**src/rtl/data_memory_arbiter.sv**
```systemverilog
// ============================================================================
//  Module   : data_memory_arbiter
//  Brief    : Round-robin arbiter sharing one DataMemory between an I-side
//             (port 0) and a D-side (port 1) requester. Optional WAIT-state
//             abort is enabled by defining MEM_ARB_TIMEOUT_EN.
//  Revision : 1.0 - initial release
// ============================================================================
`default_nettype none

module data_memory_arbiter #(
    parameter int pBlockSize = 32,
    parameter int pTimeout   = 15
) (
    input  logic                    clk_i,
    input  logic                    rst_i,

    input  logic                    p0_req_i,
    input  logic                    p0_we_i,
    input  logic [31:0]             p0_addr_i,
    input  logic [pBlockSize*8-1:0] p0_wdata_i,
    output logic [pBlockSize*8-1:0] p0_rdata_o,
    output logic                    p0_ack_o,

    input  logic                    p1_req_i,
    input  logic                    p1_we_i,
    input  logic [31:0]             p1_addr_i,
    input  logic [pBlockSize*8-1:0] p1_wdata_i,
    output logic [pBlockSize*8-1:0] p1_rdata_o,
    output logic                    p1_ack_o,

    output logic                    mem_enable_o,
    output logic [31:0]             mem_addr_o,
    output logic                    mem_we_o,
    output logic [pBlockSize*8-1:0] mem_wdata_o,
    input  logic [pBlockSize*8-1:0] mem_rdata_i,
    input  logic                    mem_ack_i,

    output logic                    owner_o,
    output logic                    busy_o,
    output logic                    timeout_o
);

    localparam int         c_DW      = pBlockSize * 8;
    localparam logic [1:0] S_IDLE    = 2'd0;
    localparam logic [1:0] S_ISSUE   = 2'd1;
    localparam logic [1:0] S_WAIT    = 2'd2;
    localparam logic [1:0] S_DONE    = 2'd3;

    logic [1:0]      r_state;
    logic [1:0]      w_next;
    logic            r_owner;
    logic            r_mem_enable;
    logic [31:0]     r_mem_addr;
    logic            r_mem_we;
    logic [c_DW-1:0] r_mem_wdata;
    logic [c_DW-1:0] r_p0_rdata;
    logic [c_DW-1:0] r_p1_rdata;
    logic            r_p0_ack;
    logic            r_p1_ack;
    logic            r_timeout;

    logic            w_grant;
    logic            w_winner;
    logic            w_complete;
    logic            w_abort;
    logic            w_to_hit;

`ifdef MEM_ARB_TIMEOUT_EN
    localparam logic [3:0] c_TIMEOUT = 4'(pTimeout);
    logic [3:0] r_to_cnt;

    assign w_to_hit = (r_to_cnt == c_TIMEOUT) && !mem_ack_i;

    always_ff @(posedge clk_i or posedge rst_i) begin
        if (rst_i) begin
            r_to_cnt <= 4'd0;
        end else if (r_state == S_ISSUE) begin
            r_to_cnt <= 4'd0;
        end else if (r_state == S_WAIT && !mem_ack_i && !w_to_hit) begin
            r_to_cnt <= r_to_cnt + 4'd1;
        end
    end
`else
    assign w_to_hit = 1'b0;
`endif

    // State register
    always_ff @(posedge clk_i or posedge rst_i) begin
        if (rst_i) begin
            r_state <= S_IDLE;
        end else begin
            r_state <= w_next;
        end
    end

    // Next-state logic
    always_comb begin
        w_next = r_state;
        case (r_state)
            S_IDLE:  if (p0_req_i || p1_req_i) w_next = S_ISSUE;
            S_ISSUE: w_next = S_WAIT;
            S_WAIT:  if (mem_ack_i || w_to_hit) w_next = S_DONE;
            S_DONE:  w_next = S_IDLE;
            default: w_next = S_IDLE;
        endcase
    end

    // Output decode; on a tie the port that was not served last wins
    always_comb begin
        w_grant    = (r_state == S_IDLE) && (p0_req_i || p1_req_i);
        w_winner   = (p0_req_i && p1_req_i) ? !r_owner : p1_req_i;
        w_complete = (r_state == S_WAIT) && mem_ack_i;
        w_abort    = (r_state == S_WAIT) && w_to_hit;
    end

    always_ff @(posedge clk_i or posedge rst_i) begin
        if (rst_i) begin
            r_owner      <= 1'b1;
            r_mem_enable <= 1'b0;
            r_mem_addr   <= 32'd0;
            r_mem_we     <= 1'b0;
            r_mem_wdata  <= '0;
            r_p0_rdata   <= '0;
            r_p1_rdata   <= '0;
            r_p0_ack     <= 1'b0;
            r_p1_ack     <= 1'b0;
            r_timeout    <= 1'b0;
        end else begin
            r_mem_enable <= w_grant;
            r_p0_ack     <= 1'b0;
            r_p1_ack     <= 1'b0;
            r_timeout    <= 1'b0;
            if (w_grant) begin
                r_owner     <= w_winner;
                r_mem_addr  <= w_winner ? p1_addr_i  : p0_addr_i;
                r_mem_we    <= w_winner ? p1_we_i    : p0_we_i;
                r_mem_wdata <= w_winner ? p1_wdata_i : p0_wdata_i;
            end
            if (w_complete || w_abort) begin
                r_p0_ack  <= !r_owner;
                r_p1_ack  <= r_owner;
                r_timeout <= w_abort;
            end
            // Writes and aborts leave the requester's read data untouched
            if (w_complete && !r_mem_we) begin
                if (r_owner) begin
                    r_p1_rdata <= mem_rdata_i;
                end else begin
                    r_p0_rdata <= mem_rdata_i;
                end
            end
        end
    end

    assign busy_o       = (r_state != S_IDLE);
    assign owner_o      = r_owner;
    assign mem_enable_o = r_mem_enable;
    assign mem_addr_o   = r_mem_addr;
    assign mem_we_o     = r_mem_we;
    assign mem_wdata_o  = r_mem_wdata;
    assign p0_rdata_o   = r_p0_rdata;
    assign p1_rdata_o   = r_p1_rdata;
    assign p0_ack_o     = r_p0_ack;
    assign p1_ack_o     = r_p1_ack;
    assign timeout_o    = r_timeout;

endmodule

`default_nettype wire
```
**config.mk**
```make
export PLATFORM = sky130hd
export DESIGN_NAME = data_memory_arbiter
export DESIGN_NICKNAME = d
export VERILOG_FILES = /design/src/rtl/data_memory_arbiter.sv
export SDC_FILE = /design/constraint.sdc
export NUM_CORES = 2
export LEC_CHECK = 0
export ABC_AREA = 1
export CORE_AREA = 4 4 636 638
export DETAILED_ROUTE_END_ITERATION = 10
export DIE_AREA = 0 0 640 642
export SLEW_MARGIN = 20
export SYNTH_ARGS = -nofsm -noshare
export SYNTH_HDL_FRONTEND = slang
export SYNTH_SLANG_ARGS = --single-unit
```
**constraint.sdc**
```tcl
create_clock -name clk_i -period 26.1 [get_ports clk_i]
set_input_delay 3.915 -clock clk_i [delete_from_list [all_inputs] [get_ports clk_i]]
set_output_delay 3.915 -clock clk_i [all_outputs]
set_load 0.005 [all_outputs]
```
==> metrics.txt <==
HP Start p1_rdata_o[164]; Final Max Tran Viols 0; # hold bufs at CTS 0; footprint of the multi-input gates 12,100 um^2; largest family of logic cells by synthesized area simple AND/OR/NAND/NOR gates; status finished clean; worst min path class reg2reg; Layout Cells excl Fill 11,600; mapped cell area 35,700 um^2; num rows 232; mux share of post-synthesis cell area 0; die area 411,000 um^2; Yosys reg bits 807; DRC 0; CP endpoint kind async pin; Max Cap Viol 0; library cells used by synthesis 16; pre-CTS WS 17,100 ps; Setup-failing EPs final 0; CP startpoint kind input pin; Setup Crit Path Kind in2async; largest net degree at the start of global routing 146; worst slew pin tran 1130 ps; core region area 399,000 um^2; fill count 45,400; Vias 38,000; Register-to-Register Path Depth 11; Port-buffer cells 1,644; Clock Sink Count 807; clock skew 97.7 ps; number of global-route vias before repair 36,800; RSZ-0062 raised after global routing false; Final Hold Violating Endpoints 0; dpl hpwl 269,000 um; clock slew at reported path FFs 60 ps; CTS tree built; synth warn 0; WL final 315,000 um; Routed wire per std cell 27.1 um; Fmax 0.125 GHz; Final WS setup 18,100 ps; initial antenna violation count 221; CTS buffer count 104; register area 20,200 um^2; # IOs 1,646; H-tree levels 3; Die Y 642 um; RR Startpoint r_state[0]; Crit. Startpoint rst_i; Crit Reg-Reg Endpoint p0_rdata_o[210]; root buf cell clkbuf_16; post-placement cell count 11,400; Leak 29.5 nW; Max clock buf depth 4; DRT iter0 DRCs 3,369; Tmin final 8000 ps; routability congestion estimate 1.08; worst hold path depth 2; Final Cycle Share 0.307; Die X-Extent 640 um; Slew headroom 0.244; CP Max Fanout 119; Power Dens Cells 112 nW/um^2; Post-Synth XOR/XNOR Area 0; post-CTS sizing 0; Area Overhead vs Synth 72.6%; Post-CTS Setup Inserts 0; DRT antenna net count 0; Max rail drop VDD 0.0000612 V; critical path required time 26,980 ps; GRT overflow 0; reg2reg setup slack 21,400 ps; post-synthesis sequential area ratio 0.566; Nets 7,043; Fin Setup TNS 0 ps; syn_nets 5,516; vias per cell 3.28; Worst Setup EP mem_wdata_o[157]; share of layout cells above drive strength 1 0.0372; Compound-Gate Fraction of Synth Area 0.000280; Syn Area/Cell 7.64 um^2; simple-gate share of the synthesized area 0.337; Adder-Cell Fraction of Synth Area 0.00105; global-route wire length before repair 397,000 um; Crit path arrival time 8890 ps; TritonRoute pass-1 iters 5; initial core utilization 0.0895; GRT Total Usage 0.147; Clock Latency Late Sink 850 ps; Synth Instances 4,674
==> critical path: stages <==
cell             delay (ps)
clkdlybuf4s50_1         440
clkinvlp_4              450
buf_12                  500
buf_4                   650
buf_4                   680
buf_4                   630
buf_4                   620
buf_4                   590
==> how the worst min path moves through the flow <==
stage,to,slack [ps]
2_1_floorplan,r_state[0],440
3_3_place_gp,p0_rdata_o[8],460
3_5_place_dp,p1_rdata_o[196],460
4_1_cts,mem_wdata_o[55],480
5_1_grt,p1_rdata_o[109],490
6_report,p1_rdata_o[164],480
==> power by group <==
| group | internal, mW | switching (mW) | total (mW) |
|---|---|---|---|
| sequential | 1.83 | 0.357 | 2.19 |
| combinational | 1.41 | 1.82 | 3.23 |
| clock | 0.865 | 0.620 | 1.49 |
| total | 4.11 | 2.79 | 6.91 |
==> area by class of cell <==
cell class                 instances  share of cell area
clock buffer                     145              0.0488
sequential                       807               0.328
timing repair buffer            1694               0.274
antenna                           63             0.00256
multi-input combinational       3010               0.197
tap                             5265               0.107
inverter                         584              0.0357
clock inverter                    42             0.00727
==> cells in the final DEF (no fill, tap or decap), types with 4 or more instances in the layout <==
master / synthesis / routed
clkbuf_16: 0 / 104
dfrtp_1: 806 / 806
bufinv_16: 0 / 6
clkdlybuf4s50_1: 0 / 1643
inv_6: 0 / 7
clkinv_4: 0 / 5
diode_2: 0 / 63
nand3_1: 580 / 580
buf_4: 2 / 47
nor2_1: 5 / 4
inv_1: 583 / 582
clkinv_2: 0 / 17
nand2_4: 0 / 4
clkinvlp_4: 0 / 5
nand2_1: 2416 / 2412
clkbuf_8: 0 / 25
clkbuf_1: 79 / 16
==> metrics by stage <==
stage / hold slack, ps / total power, mW / area [um^2] / util
3_3_place_gp: 461 / 5.52 / 58000 / 0.145
6_report: 476 / 6.91 / 61600 / 0.155
4_1_cts: 480 / 7.08 / 61400 / 0.154
3_5_place_dp: 464 / 5.53 / 58000 / 0.145
5_1_grt: 491 / 7.31 / 61500 / 0.154
2_1_floorplan: 442 / 3.09 / 35700 / -
==> state kept, by name, indices dropped and copies added, names as in the netlist <==
signal,count
p0_rdata_o,256
mem_addr_o,32
mem_enable_o,1
p1_rdata_o,256
p1_ack_o,1
mem_wdata_o,256
mem_we_o,1
r_state,2
owner_o,1
p0_ack_o,1
==> metal layers <==
layer / GRT usage / part of all wire
met2: 0.268 / 0.51
met4: 0.0588 / 0.047
met1: 0.143 / 0.33
met3: 0.0675 / 0.11
met5: 0 / 0.0030
==> cells by family after synthesis <==
logic type,Yosys count
flip-flops,807
AND/OR/NAND/NOR,3004
AO/OA/AOI/OAI,2
adder cells (fa/ha/maj),3
buffers and inverters,857
other,1
==> synthesized netlist by cell type <==
library cell / instances / share of area
clkbuf_1: 79 / 0.0083
o21ai_0: 2 / 0.00028
nor3_2: 2 / 0.00056
buf_4: 2 / 0.00042
dfrtp_1: 806 / 0.57
buf_1: 31 / 0.0033
or2_2: 1 / 0.00018
ha_1: 3 / 0.0011
inv_1: 583 / 0.061
nand2_1: 2416 / 0.25
conb_1: 1 / 0.00011
buf_2: 161 / 0.023
inv_2: 1 / 0.00011
nor2_1: 5 / 0.00053
dfstp_2: 1 / 0.00074
nand3_1: 580 / 0.081
(Power assumes the default switching activity.)
